**config.mk**
```make
export PLATFORM = sky130hd
export DESIGN_NAME = baccarat_round_ctrl_flat
export DESIGN_NICKNAME = d
export VERILOG_FILES = /design/src/rtl/baccarat_round_ctrl_pkg.sv /design/src/rtl/baccarat_round_ctrl_if.sv /design/src/rtl/baccarat_round_ctrl_hand_scorer.sv /design/src/rtl/baccarat_round_ctrl.sv /design/src/flat_wrapper.sv
export SDC_FILE = /design/constraint.sdc
export NUM_CORES = 1
export LEC_CHECK = 0
export BUFFER_PORTS_ARGS = -buffer_cell sky130_fd_sc_hd__buf_2
export CAP_MARGIN = 20
export CELL_PAD_IN_SITES_DETAIL_PLACEMENT = 0
export CELL_PAD_IN_SITES_GLOBAL_PLACEMENT = 1
export CORE_MARGIN = 1.5
export CORE_UTILIZATION = 42
export CTS_CLUSTER_DIAMETER = 50
export DETAILED_ROUTE_END_ITERATION = 16
export PLACE_DENSITY = 0.81
export SYNTH_ARGS = -nofsm -noshare
export SYNTH_HDL_FRONTEND = slang
export SYNTH_HIERARCHICAL = 1
export SYNTH_SLANG_ARGS = --single-unit
```
**constraint.sdc**
```tcl
create_clock -name CLOCK_50 -period 6.5 [get_ports CLOCK_50]
set_clock_uncertainty 0.1 [all_clocks]
set_input_delay 1.3 -clock CLOCK_50 [delete_from_list [all_inputs] [get_ports CLOCK_50]]
set_output_delay 1.3 -clock CLOCK_50 [all_outputs]
set_load 0.005 [all_outputs]
```
**src/rtl/baccarat_round_ctrl_pkg.sv**
```systemverilog
// Shared types and helpers for the baccarat round controller:
// card code constants, FSM state encoding and card value/validity helpers.
`timescale 1ns/1ps
package baccarat_pkg;

  localparam logic [3:0] CARD_NONE = 4'd0;
  localparam logic [3:0] CARD_ACE  = 4'd1;
  localparam logic [3:0] CARD_KING = 4'd13;

  typedef enum logic [2:0] {
    ST_IDLE,
    ST_P1,
    ST_D1,
    ST_P2,
    ST_D2,
    ST_RULE,
    ST_DONE
  } state_t;

  // Face cards and tens score zero; empty slots also score zero.
  function automatic logic [3:0] card_value(input logic [3:0] code);
    if (code >= CARD_ACE && code <= 4'd9)
      return code;
    else
      return 4'd0;
  endfunction

  function automatic logic card_valid(input logic [3:0] code);
    return (code >= CARD_ACE) && (code <= CARD_KING);
  endfunction

endpackage

```
**src/rtl/baccarat_round_ctrl_if.sv**
```systemverilog
// Card-source strobe and hand/score/result outputs of the round controller.
`timescale 1ns/1ps
interface baccarat_round_ctrl_if;
  logic        step;
  logic [3:0]  new_card;
  logic [11:0] player_hand;
  logic [11:0] dealer_hand;
  logic [3:0]  pscore;
  logic [3:0]  dscore;
  logic [2:0]  cards_dealt;
  logic        card_err;
  logic        round_done;
  logic        player_win;
  logic        dealer_win;

  modport master (
    output step, new_card,
    input  player_hand, dealer_hand, pscore, dscore, cards_dealt,
    input  card_err, round_done, player_win, dealer_win
  );

  modport slave (
    input  step, new_card,
    output player_hand, dealer_hand, pscore, dscore, cards_dealt,
    output card_err, round_done, player_win, dealer_win
  );
endinterface

```
**src/rtl/baccarat_round_ctrl_hand_scorer.sv**
```systemverilog
// Combinational modulo-10 score of a three-slot baccarat hand.
`timescale 1ns/1ps
module hand_scorer
  import baccarat_pkg::*;
(
    input  logic [3:0] i_card1,
    input  logic [3:0] i_card2,
    input  logic [3:0] i_card3,
    output logic [3:0] o_score
);

    // Sum of three values is at most 27, so two conditional subtractions suffice.
    function automatic logic [3:0] mod10(input logic [4:0] sum);
        if (sum >= 5'd20)
            return 4'(sum - 5'd20);
        else if (sum >= 5'd10)
            return 4'(sum - 5'd10);
        else
            return sum[3:0];
    endfunction

    logic [4:0] w_sum;

    assign w_sum = {1'b0, card_value(i_card1)}
                 + {1'b0, card_value(i_card2)}
                 + {1'b0, card_value(i_card3)};

    assign o_score = mod10(w_sum);

endmodule

```
**src/rtl/baccarat_round_ctrl.sv**
```systemverilog
// Baccarat round controller: deals cards into player/dealer slots on each step,
// applies natural and third-card rules, and declares the winner at round end.
`timescale 1ns/1ps
module baccarat_round_ctrl
  import baccarat_pkg::*;
#(
    parameter bit          THIRD_CARD_EN = 1'b1,
    parameter int unsigned NATURAL_MIN   = 8
) (
    input  logic CLOCK_50,
    input  logic reset,
    baccarat_round_ctrl_if.slave bus
);

    localparam logic [3:0] NAT_MIN = 4'(NATURAL_MIN);

    state_t      r_state, w_state_nxt;
    logic [3:0]  r_pcard1, r_pcard2, r_pcard3;
    logic [3:0]  r_dcard1, r_dcard2, r_dcard3;
    logic [2:0]  r_cards_dealt;
    logic        r_card_err;

    logic [3:0]  w_pscore, w_dscore, w_p3;
    logic        w_valid, w_natural, w_rule_go;
    logic        w_player_draws, w_dealer_draws;
    logic        w_ld_pc1, w_ld_dc1, w_ld_pc2, w_ld_dc2, w_ld_pc3, w_ld_dc3;
    logic        w_any_load, w_err;

    hand_scorer u_player_scorer (
        .i_card1 (r_pcard1),
        .i_card2 (r_pcard2),
        .i_card3 (r_pcard3),
        .o_score (w_pscore)
    );

    hand_scorer u_dealer_scorer (
        .i_card1 (r_dcard1),
        .i_card2 (r_dcard2),
        .i_card3 (r_dcard3),
        .o_score (w_dscore)
    );

    assign w_valid        = card_valid(bus.new_card);
    assign w_natural      = (w_pscore >= NAT_MIN) || (w_dscore >= NAT_MIN);
    assign w_p3           = card_value(r_pcard3);
    assign w_player_draws = (w_pscore <= 4'd5) && (r_pcard3 == CARD_NONE);
    // The D2 step falls straight through into the drawing rules when no natural stops it.
    assign w_rule_go      = (r_state == ST_RULE) ||
                            ((r_state == ST_D2) && THIRD_CARD_EN && !w_natural);

    // Empty pcard3 means the player stood; otherwise the dealer tableau keys on p3.
    always_comb begin
        w_dealer_draws = 1'b0;
        if (r_pcard3 == CARD_NONE) begin
            w_dealer_draws = (w_dscore <= 4'd5);
        end else begin
            case (w_dscore)
                4'd0, 4'd1, 4'd2: w_dealer_draws = 1'b1;
                4'd3:             w_dealer_draws = (w_p3 != 4'd8);
                4'd4:             w_dealer_draws = (w_p3 >= 4'd2) && (w_p3 <= 4'd7);
                4'd5:             w_dealer_draws = (w_p3 >= 4'd4) && (w_p3 <= 4'd7);
                4'd6:             w_dealer_draws = (w_p3 == 4'd6) || (w_p3 == 4'd7);
                default:          w_dealer_draws = 1'b0;
            endcase
        end
    end

    always_comb begin
        w_state_nxt = r_state;
        w_ld_pc1    = 1'b0;
        w_ld_dc1    = 1'b0;
        w_ld_pc2    = 1'b0;
        w_ld_dc2    = 1'b0;
        w_ld_pc3    = 1'b0;
        w_ld_dc3    = 1'b0;
        w_err       = 1'b0;
        if (bus.step && (r_state != ST_DONE)) begin
            if (!w_valid) begin
                w_err = 1'b1;
            end else if (w_rule_go) begin
                if (w_player_draws) begin
                    w_ld_pc3    = 1'b1;
                    w_state_nxt = ST_RULE;
                end else begin
                    w_ld_dc3    = w_dealer_draws;
                    w_state_nxt = ST_DONE;
                end
            end else begin
                case (r_state)
                    ST_IDLE: begin w_ld_pc1 = 1'b1; w_state_nxt = ST_P1;   end
                    ST_P1:   begin w_ld_dc1 = 1'b1; w_state_nxt = ST_D1;   end
                    ST_D1:   begin w_ld_pc2 = 1'b1; w_state_nxt = ST_P2;   end
                    ST_P2:   begin w_ld_dc2 = 1'b1; w_state_nxt = ST_D2;   end
                    ST_D2:   w_state_nxt = ST_DONE;
                    default: w_state_nxt = r_state;
                endcase
            end
        end
    end

    assign w_any_load = w_ld_pc1 | w_ld_dc1 | w_ld_pc2 | w_ld_dc2 | w_ld_pc3 | w_ld_dc3;

    always_ff @(posedge CLOCK_50) begin
        if (reset) begin
            r_state       <= ST_IDLE;
            r_pcard1      <= CARD_NONE;
            r_pcard2      <= CARD_NONE;
            r_pcard3      <= CARD_NONE;
            r_dcard1      <= CARD_NONE;
            r_dcard2      <= CARD_NONE;
            r_dcard3      <= CARD_NONE;
            r_cards_dealt <= 3'd0;
            r_card_err    <= 1'b0;
        end else begin
            r_state    <= w_state_nxt;
            r_card_err <= w_err;
            if (w_ld_pc1) r_pcard1 <= bus.new_card;
            if (w_ld_dc1) r_dcard1 <= bus.new_card;
            if (w_ld_pc2) r_pcard2 <= bus.new_card;
            if (w_ld_dc2) r_dcard2 <= bus.new_card;
            if (w_ld_pc3) r_pcard3 <= bus.new_card;
            if (w_ld_dc3) r_dcard3 <= bus.new_card;
            if (w_any_load) r_cards_dealt <= r_cards_dealt + 3'd1;
        end
    end

    assign bus.player_hand = {r_pcard3, r_pcard2, r_pcard1};
    assign bus.dealer_hand = {r_dcard3, r_dcard2, r_dcard1};
    assign bus.pscore      = w_pscore;
    assign bus.dscore      = w_dscore;
    assign bus.cards_dealt = r_cards_dealt;
    assign bus.card_err    = r_card_err;
    assign bus.round_done  = (r_state == ST_DONE);
    assign bus.player_win  = (r_state == ST_DONE) && (w_pscore > w_dscore);
    assign bus.dealer_win  = (r_state == ST_DONE) && (w_dscore > w_pscore);

endmodule

```
**src/flat_wrapper.sv**
```systemverilog
// flat-port wrapper written by rule: the top's interface ports become plain ports
module baccarat_round_ctrl_flat import baccarat_pkg::*;
#(
    parameter bit          THIRD_CARD_EN = 1'b1,
    parameter int unsigned NATURAL_MIN   = 8
)
  (CLOCK_50, reset, bus_step, bus_new_card, bus_player_hand, bus_dealer_hand, bus_pscore, bus_dscore, bus_cards_dealt, bus_card_err, bus_round_done, bus_player_win, bus_dealer_win);
  baccarat_round_ctrl_if bus_i ();
  input  logic CLOCK_50;
  input  logic reset;
  input wire logic [$bits(bus_i.step)-1:0] bus_step;
  input wire logic [$bits(bus_i.new_card)-1:0] bus_new_card;
  output wire logic [$bits(bus_i.player_hand)-1:0] bus_player_hand;
  output wire logic [$bits(bus_i.dealer_hand)-1:0] bus_dealer_hand;
  output wire logic [$bits(bus_i.pscore)-1:0] bus_pscore;
  output wire logic [$bits(bus_i.dscore)-1:0] bus_dscore;
  output wire logic [$bits(bus_i.cards_dealt)-1:0] bus_cards_dealt;
  output wire logic [$bits(bus_i.card_err)-1:0] bus_card_err;
  output wire logic [$bits(bus_i.round_done)-1:0] bus_round_done;
  output wire logic [$bits(bus_i.player_win)-1:0] bus_player_win;
  output wire logic [$bits(bus_i.dealer_win)-1:0] bus_dealer_win;
  assign bus_i.step = bus_step;
  assign bus_i.new_card = bus_new_card;
  assign bus_player_hand = bus_i.player_hand;
  assign bus_dealer_hand = bus_i.dealer_hand;
  assign bus_pscore = bus_i.pscore;
  assign bus_dscore = bus_i.dscore;
  assign bus_cards_dealt = bus_i.cards_dealt;
  assign bus_card_err = bus_i.card_err;
  assign bus_round_done = bus_i.round_done;
  assign bus_player_win = bus_i.player_win;
  assign bus_dealer_win = bus_i.dealer_win;
  baccarat_round_ctrl #(.THIRD_CARD_EN(THIRD_CARD_EN), .NATURAL_MIN(NATURAL_MIN)) u_core (.CLOCK_50(CLOCK_50), .reset(reset), .bus(bus_i));
endmodule
```
# Yosys cells after proc, flatten, opt, wreduce, memory -nomap -nowiden
# Cells that the tools add are included.
# totals
regBits,31
# classes
eq_ne,16
n_reduce_logical,25
muxes,40
bitwise_logic,6
add_sub_neg,9
n_lt_le_gt_ge,27
# op_table
cell,count
2-to-1 mux 4 bit,10
>= comparator 4 x 1 -> 1 bit (second input constant),7
less-or-equal comparator 4 bit (second input constant),7
2-to-1 mux 1 bit,26
== test 4 x 3 -> 1 bit (second input constant),5
one-hot mux 3 bit (5 select lines),1
logical AND 1 bit,14
less-or-equal comparator 4 x 3 -> 1 bit (second input constant),3
adder 4 x 4 -> 5 bit,2
adder 5 x 4 -> 5 bit,2
>= comparator 5 x 4 -> 1 bit (second input constant),2
>= comparator 5 bit (second input constant),2
== test 3 bit (second input constant),3
== test 4 x 2 -> 1 bit (second input constant),2
>= comparator 4 bit (second input constant),2
greater-than comparator 4 bit,2
logical NOT 4 bit,2
subtractor 4 x 3 -> 4 bit (second input constant),2
subtractor 4 bit (second input constant),2
== test 3 x 2 -> 1 bit (second input constant),2
nonzero test 6 bit,1
bitwise OR 1 bit,5
one-hot mux 1 bit (5 select lines),1
== test 4 x 1 -> 1 bit (second input constant),1
15 further kinds,17

# Longest topological paths before layout
# Gate-level depths: netlist of run 1.
# logic_depth
depth_word,21
ltp_mapped,19

# Hierarchy
# Netlist of run 1, hierarchy kept.
# modules_own_cells
mod,area_each_um2,instances,cells_each
baccarat_round_ctrl,1506.4,1,169
hand_scorer at u_core.u_dealer_scorer,465.4,1,54
hand_scorer at u_core.u_player_scorer,460.4,1,54

# Least setup slack after synthesis of run 1
# No wires, ideal clock.
# synth_timing
path_type,register -> output
startpoint,register u_core.r_pcard3[3]
endpoint,output bus_player_win
path_stages_with_launch,18
arrival_time_ns,3.657
setup_slack_ns,1.443
cell_sequence,dfxtp_1 > o21ai_0 > and2_1 > fa_1 > ha_1 > fa_1 > inv_1 > ha_1 > a21o_1 > a211o_1 > o211ai_2 > inv_1 > ha_1 > nor2b_1 > o21ai_0 > nand2b_1 > a21oi_1 > and2_1
# synth_via
elab_chain_len,9
# synth_rtl
element,line_no,source
from (decl),baccarat_round_ctrl.sv:18,"logic [3:0] r_pcard1, r_pcard2, r_pcard3;"
from (signal assigned),baccarat_round_ctrl.sv:121,if (w_ld_pc3) r_pcard3 <= bus.new_card;
>= comparator 4 x 1 -> 1 bit / less-or-equal comparator 4 bit (equally long branches),baccarat_round_ctrl_pkg.sv:22,if (code >= CARD_ACE && code <= 4'd9)
logical AND 1 bit,baccarat_round_ctrl_pkg.sv:22,
2-to-1 mux 4 bit *,baccarat_round_ctrl_pkg.sv:22,
adder 5 x 4 -> 5 bit *,baccarat_round_ctrl_hand_scorer.sv:26,"+ {1'b0, card_value(i_card3)};"
subtractor 4 bit / >= comparator 5 x 4 -> 1 bit (equally long branches),"baccarat_round_ctrl_hand_scorer.sv:17, baccarat_round_ctrl_hand_scorer.sv:16",
2-to-1 mux 4 bit,baccarat_round_ctrl_hand_scorer.sv:16,else if (sum >= 5'd10)
2-to-1 mux 4 bit *,baccarat_round_ctrl_hand_scorer.sv:14,if (sum >= 5'd20)
named net bus_pscore[1],flat_wrapper.sv:15,output wire logic [$bits(bus_i.pscore)-1:0] bus_pscore;
greater-than comparator 4 bit *,baccarat_round_ctrl.sv:134,assign bus.player_win = (r_state == ST_DONE) && (w_pscore > w_dscore);
logical AND 1 bit *,baccarat_round_ctrl.sv:134,
to (decl),flat_wrapper.sv:20,output wire logic [$bits(bus_i.player_win)-1:0] bus_player_win;
# The timed path passes the listed nets; every way through them passes the cells marked *.

# Final worst setup path of run 1
# layout_timing
startpoint,register u_core.r_pcard3[3]
endpoint,output bus_player_win
# layout_via
elab_chain_len,9
# layout_rtl
element,line_no
>= comparator 4 x 1 -> 1 bit / less-or-equal comparator 4 bit (equally long branches),baccarat_round_ctrl_pkg.sv:22
logical AND 1 bit,baccarat_round_ctrl_pkg.sv:22
2-to-1 mux 4 bit *,baccarat_round_ctrl_pkg.sv:22
adder 5 x 4 -> 5 bit *,baccarat_round_ctrl_hand_scorer.sv:26
subtractor 4 bit / >= comparator 5 x 4 -> 1 bit (equally long branches),"baccarat_round_ctrl_hand_scorer.sv:17, baccarat_round_ctrl_hand_scorer.sv:16"
2-to-1 mux 4 bit,baccarat_round_ctrl_hand_scorer.sv:16
2-to-1 mux 4 bit *,baccarat_round_ctrl_hand_scorer.sv:14
greater-than comparator 4 bit *,baccarat_round_ctrl.sv:134
logical AND 1 bit *,baccarat_round_ctrl.sv:134
# Every way passes the cells marked *; elsewhere a longest branch is shown, timed or not.

==> results of run 1 <==
## worst max path at each step
| stage | from | to | slack [ns] |
|---|---|---|---|
| 3_3_place_gp | u_core/r_pcard3[3] | bus_player_win | 1.10 |
| 5_1_grt | u_core/r_pcard3[3] | bus_player_win | 0.40 |
| 3_5_place_dp | u_core/r_pcard3[3] | bus_player_win | 1.05 |
| 6_report | u_core/r_pcard3[3] | bus_player_win | 0.74 |
| 4_1_cts | u_core/r_pcard3[3] | bus_player_win | 0.76 |
| 2_1_floorplan | u_core/r_pcard3[3] | bus_player_win | 1.44 |
## registers in the layout (all words and copies together) (netlist names)
register and count:
u_core/bus.cards_dealt 3, u_core/r_pcard2 4, u_core/r_dcard1 4, u_core/r_dcard3 4, u_core/r_state 3, u_core/r_dcard2 4
u_core/bus.card_err 1, u_core/r_pcard1 4, u_core/r_pcard3 4
## routing by layer
layer | vias to the layer above | track usage (%)
met5 | - | 0
met4 | 0 | 5.44
met3 | 6 | 3.33
met2 | 53 | 31.3
met1 | 975 | 24.6
li1 | 1064 | -
## cells by family (layout without fill, tap and decap cells)
family | after synthesis | after routing | synth area share (%)
AND/OR/NAND/NOR | 109 | 109 | 27.4
AO/OA/AOI/OAI | 63 | 63 | 15.4
flip-flops | 31 | 31 | 25.5
adder cells (fa/ha/maj) | 27 | 27 | 17.0
buffers and inverters | 24 | 64 | 4.58
multiplexers | 21 | 21 | 8.74
XOR/XNOR | 2 | 2 | 1.34
## worst max-delay path, delay by kind of cell (launching register included)
kind	cells	cell delay (ns)
AO/OA/AOI/OAI	5	0.81
XOR/XNOR	1	0.22
adder cells (fa/ha/maj)	5	1.34
buffers and inverters	3	0.29
flip-flops	1	0.52
AND/OR/NAND/NOR	6	0.91
## metrics by stage
| step | instances | cell area, µm² |
|---|---|---|
| 2_1_floorplan | 277 | 2430 |
| 3_3_place_gp | 383 | 2690 |
| 3_5_place_dp | 383 | 2690 |
| 4_1_cts | 389 | 2760 |
| 5_1_grt | 389 | 2760 |
| 6_report | 389 | 2760 |
## placed cells by master, fill, tap and decap left out, types with 3 or more instances in the layout
cell / synthesis / layout
ha_1: 17 / 17
a211o_1: 3 / 3
a21o_1: 4 / 4
buf_2: 5 / 45
clkbuf_8: 0 / 5
dfxtp_1: 31 / 31
nor4_1: 5 / 5
nor3b_1: 9 / 9
nand2b_1: 5 / 5
nand3_1: 6 / 6
o211ai_1: 3 / 3
o21ai_0: 14 / 14
fa_1: 10 / 10
inv_1: 11 / 11
o21ai_1: 7 / 7
nor2b_1: 17 / 17
nor2_1: 26 / 26
and2_1: 9 / 9
a21oi_1: 22 / 22
or3_1: 4 / 4
nand2_1: 7 / 7
mux2i_1: 19 / 19
## power breakdown
group	internal, µW	total (µW)	leakage, µW	switching, µW
Combinational	40.0	92.5	0.00102	52.6
Sequential	196	202	0.000251	6.22
Clock	71.1	133	0.0000371	62.2
Total	307	428	0.00131	121
## final cells by class
cell class,count,area [µm²]
fillers,543,2780
multi-input cells,222,1700
flip-flops and latches,31,621
clock buffers,6,72.6
well taps,72,90.1
repair buffers,45,225
inverters,13,48.8
==> results by group, run 1 <==
Outcome
  – Outcome: finished, final reports clean

Yosys
  – Cell taking the most area after synthesis: dfxtp_1
  – Cell with the most instances after synthesis: dfxtp_1
  – Synth Warn #: 6
  – EDFF count, synth: 0
  – Cells after Synth: ~280
  – Yosys cell types: 48
  – Post-synthesis sequential area ratio: 25.5%
  – Post-Syn Nets: 311
  – Commonest cells post-synth: dfxtp_1 (31), nor2_1 (26), a21oi_1 (22)
  – Synth area leaders: dfxtp_1 (26%), ha_1 (8.7%), fa_1 (8.2%), mux2i_1 (7.8%), a21oi_1 (4.5%)
  – #FFs+latches synth: 31
  – Syn avg cell area: slightly below 9 µm²
  – Top-area cell type share of the netlist area: 25.5%
  – Post-synthesis cell area: ~2400 µm²
  – Main synth FF type: dfxtp_1
  – Fraction of registers with async set/reset: 0%

Power
  – Power, Total: about 430 µW
  – Pwr dens: approximately 160 nW/µm²
  – VDD IR max: roughly 120 µV
  – Leak pwr: 0.00131 µW

Critical path
  – FF-to-FF Start: u_core/r_pcard3[3]
  – R2R setup slack: between 1.5 and 2 ns
  – Worst reg2reg endpoint: u_core/bus.cards_dealt[2]
  – CP dominant cell by count: ha_1
  – Worst path cell trace: o21ai_0, and2_1, fa_1, ha_1, fa_1, xor2_2, inv_2, ha_1, nor3b_1, nor4_1, o211ai_1, o211ai_2, inv_1, ha_1, nor2b_1, o21ai_0, nand2b_1, a21oi_1, and2_1, buf_2
  – CP max FO: 10
  – Worst path arrival time: approximately 4.4 ns
  – CP startpoint kind: flop
  – Worst path slowest cell: dfxtp_1
  – Max incr delay on CP: 0.52 ns
  – Crit end category: primary output
  – Worst path required time: between 5 and 6 ns
  – Reg2reg path depth: 17
  – Crit path kind: reg -> out

Placement
  – Final Wtd Congestion: between 0.8 and 0.9
  – IO buf count: between 40 and 50
  – Dpl hpwl: about 4300 µm
  – DP Worst Slack: ~1.1 ns

Cells and area
  – Fin nets: 352
  – Final core utilization: approximately 50%
  – Ant. Diodes: 0
  – Layout cells sized above 1: around 21%
  – Area growth syn-to-layout: 13.4%

Clock tree
  – TritonCTS clock tree: built
  – CTS Sinks: 31
  – Worst-Skew Late Latency: 0.28 ns
  – Cts repair resizes: 0
  – Num CTS Buffers: 5
  – CTS clk-pin slew, worst paths: about 0.060 ns
  – Setup bufs post-CTS: 0
  – Maximum buffer depth of the clock tree: 2
  – Clock Tree Root: clkbuf_8
  – H-tree depth: 2
  – # hold bufs at CTS: 0

Route
  – Detail-routed via count per cell: 5.39
  – DRC viols: 0
  – Metal2 WL: between 2000 and 3000 µm
  – Starting DRT DRC Count: just under 80
  – WL met1: roughly 2700 µm
  – Met3 WL: approximately 240 µm
  – Vias: ~2,100
  – First-pass DRT Iterations: 4
  – Remaining antenna violation count after routing: 0
  – Wire length per cell after detailed routing: between 10 and 15 µm
  – Routed WL: ~5600 µm
  – Uppermost layer routed: met4

Timing
  – Worst Tran Pin Value: just under 0.6 ns
  – Relative slew slack: between 60% and 70%
  – Final Cycle Share: between 80% and 90%
  – Final hold vios: 0
  – Final WS setup: 0.741 ns
  – Finish-stage setup viols: 0
  – Hold_ws: about 0.4 ns
  – Fmax: ~170 MHz
  – Fin crit period: ~5.8 ns
  – Slew Limit Fails: 0
  – Final TNS setup: 0 ns
  – RSZ-0062 raised after global routing: false

Min path
  – Worst hold path startpoint: u_core/bus.cards_dealt[1]
  – WHS Path Cells: 2
  – Worst min-delay path class: reg -> reg
  – Hold Path Sink: u_core/bus.cards_dealt[1]

Floorplanning
  – Initial Utilization: a little over two fifths
  – Number of cell rows: 27
  – Chip width: 79.1 µm
  – Ports: 46
  – DIE HEIGHT: 79.1 µm
  – DIE AREA: roughly 6300 µm²
  – Core Area: roughly 5500 µm²

Global route
  – Vias in the first global route: between 1,500 and 2,000
  – Global-route wire length before repair: between 9000 and 10,000 µm
  – Gr ovfl total: 0
  – Largest net degree at the start of global routing: 35
  – Initial antenna violation count: 0
  – All-Layer GR Usage: 18.7%

Job
  – Max-Cap Viols: 0
(Power assumes the default switching activity.)
==> run 2, diff against run 1 <==
- BUFFER_PORTS_ARGS: -buffer_cell sky130_fd_sc_hd__buf_2 -> unset
- CORE_UTILIZATION: 42 -> 48
- DONT_BUFFER_PORTS: unset -> 1
==> results by group, run 2 (synthesis gave the netlist of run 1 again) <==
Clock tree
  – # hold bufs at CTS: 0
  – H-tree depth: 2
  – Setup bufs post-CTS: 0
  – TritonCTS clock tree: built
  – Maximum buffer depth of the clock tree: 2
  – Worst-Skew Late Latency: between 0.2 and 0.3 ns
  – Num CTS Buffers: 5
  – Clock Tree Root: clkbuf_8
  – Cts repair resizes: 0
  – CTS Sinks: 31
  – CTS clk-pin slew, worst paths: roughly 0.06 ns

Timing
  – Hold_ws: 0.413 ns
  – Final TNS setup: 0 ns
  – Final hold vios: 0
  – Relative slew slack: 53.5%
  – Finish-stage setup viols: 0
  – Fmax: roughly 170 MHz
  – Worst Tran Pin Value: between 0.6 and 0.7 ns
  – Slew Limit Fails: 0
  – Final Cycle Share: about nine tenths
  – RSZ-0062 raised after global routing: false
  – Fin crit period: approximately 5.7 ns

Placement
  – Dpl hpwl: around 4200 µm
  – Inst Count DP: around 330
  – IO buf count: 0
  – Final Wtd Congestion: 0.876
  – DP Area: about 2500 µm²

Route
  – Detail-routed via count per cell: around 5.8
  – Starting DRT DRC Count: 80
  – Wire length per cell after detailed routing: around 16 µm
  – Remaining antenna violation count after routing: 0
  – Routed WL: between 5000 and 6000 µm
  – First-pass DRT Iterations: 4
  – DRC viols: 0
  – Vias: about 2,000

Global route
  – Global-route wire length before repair: ~9000 µm
  – Vias in the first global route: between 1,500 and 2,000
  – Gr ovfl total: 0
  – Initial antenna violation count: 0
  – Largest net degree at the start of global routing: 35
  – All-Layer GR Usage: between 20% and 30%

Min path
  – Worst min-delay path class: reg -> reg
  – Worst hold path startpoint: u_core/bus.cards_dealt[1]
  – Hold Path Sink: u_core/bus.cards_dealt[1]
  – WHS Path Cells: 2

Cells and area
  – Filler cells: roughly 490
  – Layout cells sized above 1: a little under a tenth
  – Commonest non-fill, non-tap cell in the layout: dfxtp_1
  – Commonest non-fill, non-tap cells in the layout: dfxtp_1 (31), nor2_1 (26), a21oi_1 (22), mux2i_1 (19)
  – Area growth syn-to-layout: 4.48%
  – Design Area, Final: between 2000 and 3000 µm²
  – Ant. Diodes: 0
  – Final std cells w/o fill: 340
  – Fin nets: between 300 and 400

Floorplanning
  – DIE AREA: 5500 µm²
  – DIE HEIGHT: between 70 and 80 µm
  – Initial Utilization: between 50% and 60%
  – Ports: 46
  – Chip width: about 74 µm
  – Number of cell rows: 25
  – Core Area: between 4000 and 5000 µm²

Critical path
  – Crit path kind: reg -> out
  – Worst path required time: a little over 5 ns
  – CP dominant cell by count: ha_1
  – Max incr delay on CP: roughly 0.50 ns
  – WP buf/inv: 2
  – Reg2reg path depth: 17
  – Crit end category: primary output
  – Worst reg2reg endpoint: u_core/bus.cards_dealt[2]
  – Worst path arrival time: around 4.3 ns
  – R2R setup slack: approximately 1.6 ns
  – FF-to-FF Start: u_core/r_pcard3[3]
  – CP startpoint kind: flop
  – Family with the most delay on the worst path: adder cells
  – Worst path slowest cell: dfxtp_1
  – Worst path cell trace: o21ai_0, and2_1, fa_1, ha_1, fa_1, xor2_2, inv_2, ha_1, nor3b_1, or3_1, a21oi_1, mux2i_1, inv_1, ha_1, a21oi_1, and2_1
  – CP max FO: 10

Power
  – VDD IR max: 144 µV
  – Leak pwr: around 0.0011 µW
  – Power, Total: around 430 µW
  – Pwr dens: 170 nW/µm²

Job
  – Max-Cap Viols: 0

Outcome
  – Outcome: finished, final reports clean
run 2: changes by cell type in the layout (fill, tap and decap cells not counted):
cell      before  now
buf_2         45    0
clkbuf_1       1    0
clkbuf_8       5    6
clkinv_2       0    1
run 2: layer usage:
metal	share of wire, %	vias up	track usage [%]	routed length (µm)
met5	0	-	0	0
met4	0.57	0	6.58	31
met3	6.2	4	4.88	336
met2	46	64	34.2	2530
met1	47	936	28.3	2560
li1	-	976	-	-
run 2: worst max-delay path by stage:
stage | startpoint | endpoint | slack [ns] | cells past startpoint
final | u_core/r_pcard3[3] | bus_player_win | 0.77 | 16
after global routing | u_core/r_dcard1[3] | bus_player_win | 0.38 | 17
after CTS | u_core/r_pcard3[3] | bus_player_win | 0.74 | 16
after detailed placement | u_core/r_pcard3[3] | bus_player_win | 1.07 | 16
after global placement | u_core/r_dcard1[3] | bus_player_win | 1.13 | 17
after floorplan | u_core/r_pcard3[3] | bus_player_win | 1.44 | 17
run 2: layout make-up:
class / count / area (µm²) / area share (%)
clock buffers: 6 / 82.6 / 3.25
clock inverters: 1 / 5.00 / 0.197
inverters: 13 / 48.8 / 1.92
multi-input cells: 222 / 1700 / 66.9
flip-flops and latches: 31 / 621 / 24.4
well taps: 67 / 83.8 / 3.30
run 2: tightest hold or removal path: stages, from the launching register on:
cell,delay [ns]
dfxtp_1,0.34
nand2b_1,0.07
mux2i_1,0.06
run 2: through the flow:
step | worst slack (ns) | utilization (%)
after floorplan | 1.44 | -
after global placement | 1.13 | 50.9
after detailed placement | 1.07 | 50.9
after CTS | 0.740 | 52.8
after global routing | 0.378 | 52.8
final | 0.770 | 52.8
run 2: where the power goes:
group | leakage (µW) | internal (µW) | switching [µW]
clock network | 0.0000470 | 82.9 | 68.7
registers | 0.000251 | 196 | 7.64
logic | 0.000784 | 33.5 | 42.7
==> run 3, diff against run 2 <==
--- a/config.mk
+++ b/config.mk
@@ -10,2 +10,3 @@
 export CELL_PAD_IN_SITES_GLOBAL_PLACEMENT = 1
+export CORE_ASPECT_RATIO = 1.2
 export CORE_MARGIN = 1.5
--- a/constraint.sdc
+++ b/constraint.sdc
@@ -4,2 +4,2 @@
 set_output_delay 1.3 -clock CLOCK_50 [all_outputs]
-set_load 0.005 [all_outputs]
+set_load 0.05 [all_outputs]
==> results by group, run 3 (synthesis gave the netlist of run 1 again) <==
Floorplanning
  – Initial Utilization: 49.6%
  – DIE AREA: 5510 µm²
  – Chip width: 68.0 µm
  – DIE HEIGHT: about 81 µm
  – Ports: 46
  – Core Area: roughly 4900 µm²
  – Number of cell rows: 28

Critical path
  – Reg2reg path depth: 18
  – R2R setup slack: 1.55 ns
  – Worst path cell trace: buf_4, o21ai_0, and2_1, fa_1, ha_1, fa_1, xor2_2, inv_2, ha_1, nor3b_1, or3_1, a21oi_1, mux2i_2, ha_1, a21oi_1, and2_1, buf_12
  – CP max FO: 6
  – Worst reg2reg endpoint: u_core/bus.cards_dealt[2]
  – Worst path slowest cell: mux2i_2
  – CP startpoint kind: flop
  – Critical Path Start: u_core/r_dcard1[3]
  – Worst path required time: between 5 and 6 ns
  – Worst path arrival time: approximately 4.8 ns
  – Crit end category: primary output
  – Worst Setup EP: bus_player_win
  – CP dominant cell by count: ha_1
  – Crit path kind: reg -> out
  – FF-to-FF Start: u_core/r_dcard1[3]
  – Max incr delay on CP: slightly below 0.7 ns

Clock tree
  – Maximum buffer depth of the clock tree: 2
  – Clock Tree Root: clkbuf_8
  – Setup bufs post-CTS: 0
  – CTS Sinks: 31
  – H-tree depth: 2
  – Worst-Skew Late Latency: between 0.2 and 0.3 ns
  – CTS clk-pin slew, worst paths: about 0.060 ns
  – Num CTS Buffers: 5
  – TritonCTS clock tree: built

Timing
  – Slew Limit Fails: 0
  – Finish-stage setup viols: 0
  – Worst Tran Pin Value: roughly 1.1 ns
  – Final hold vios: 0
  – Final WS setup: 0.324 ns
  – Fmax: 162 MHz
  – Final Cycle Share: between 90% and 100%
  – Relative slew slack: 27.2%
  – Hold_ws: 0.380 ns
  – Fin crit period: just over 6 ns

Min path
  – Worst hold path startpoint: u_core/r_dcard3[1]
  – Worst min-delay path class: reg -> reg

Power
  – VDD IR max: between 150 and 200 µV
  – Pwr dens: 167 nW/µm²
  – Leak pwr: about 0.0012 µW

Global route
  – Global-route wire length before repair: about 8900 µm
  – Initial antenna violation count: 0
  – All-Layer GR Usage: a little over a fifth
  – Largest net degree at the start of global routing: 35
  – Gr ovfl total: 0
  – Vias in the first global route: approximately 1,900

Placement
  – Final Wtd Congestion: about 0.81
  – IO buf count: 0
  – Inst Count DP: between 300 and 400
  – Dpl hpwl: between 4000 and 5000 µm
  – DP Worst Slack: 0.548 ns

Outcome
  – Outcome: finished, final reports clean

Route
  – DRC viols: 0
  – Vias: ~2,000
  – Routed WL: 5580 µm
  – Wire length per cell after detailed routing: 15.6 µm
  – Starting DRT DRC Count: between 90 and 100
  – Detail-routed via count per cell: 5.71
  – First-pass DRT Iterations: 4
  – Remaining antenna violation count after routing: 0

Cells and area
  – Fin nets: 331
  – Final std cells w/o fill: 358
  – Area growth syn-to-layout: 13.0%
  – Ant. Diodes: 0
  – Commonest non-fill, non-tap cells in the layout: dfxtp_1 (31), nor2_1 (26), buf_4 (23), a21oi_1 (22)
  – Layout cells sized above 1: roughly 17%
  – Commonest non-fill, non-tap cell in the layout: dfxtp_1
  – Filler cells: 468

Job
  – Max-Cap Viols: 0
## run 3: layout make-up
type	count	area [µm²]	share of cell area, %
repair buffers	24	193	7.01
clock buffers	7	76.3	2.78
clock inverters	1	5.00	0.182
inverters	13	48.8	1.78
well taps	60	75.1	2.73
multi-input cells	222	1730	62.9
flip-flops and latches	31	621	22.6
## run 3: power breakdown
| part | total (µW) | leakage (µW) | internal, µW | switching (µW) |
|---|---|---|---|---|
| clock | 142 | 0.0000422 | 74.9 | 66.8 |
| combinational | 109 | 0.000917 | 39.9 | 68.9 |
| sequential | 209 | 0.000251 | 196 | 13.3 |
## run 3: worst min path at each step
stage,end,slack [ns],depth (start not counted)
after floorplan,u_core/r_state[0],0.43,2
after detailed placement,u_core/r_dcard3[1],0.37,2
final,u_core/r_dcard3[1],0.38,2
after CTS,u_core/r_dcard3[1],0.38,2
after global routing,u_core/r_dcard2[3],0.43,2
after global placement,u_core/r_dcard3[1],0.37,2
## run 3: per-layer routing
metal | share of wire [%] | GRT usage (%) | vias up
met5 | 0 | 0 | -
met4 | 1.4 | 7.20 | 0
met3 | 6.5 | 4.57 | 7
met2 | 50 | 35.3 | 53
met1 | 42 | 27.8 | 964
li1 | - | - | 1021
## run 3: what timing repair did
| item | 4_1_cts | 5_1_grt |
|---|---|---|
| hold buffers | 0 | 0 |
| setup endpoints to repair | 0 | 2 |
| resized for setup | 0 | 2 |
## run 3: metrics by stage
stage	power, µW	instance area (µm²)	util [%]	setup TNS [ns]
2_1_floorplan	305	2440	-	0
3_3_place_gp	318	2650	54.0	0
3_5_place_dp	320	2650	54.0	0
4_1_cts	463	2730	55.7	0
5_1_grt	485	2750	56.0	-0.0168
6_report	460	2750	56.0	0
## run 3: worst max-delay path, delay by kind of cell (launching register included)
| kind | cells | cell delay, ns |
|---|---|---|
| AOI/OAI and AO/OA | 3 | 0.35 |
| xor gates and xnor gates | 1 | 0.22 |
| adders and majority gates | 5 | 1.57 |
| buffers and inverters | 3 | 0.47 |
| DFF | 1 | 0.31 |
| muxes | 1 | 0.69 |
| and+or+nand+nor | 4 | 0.87 |
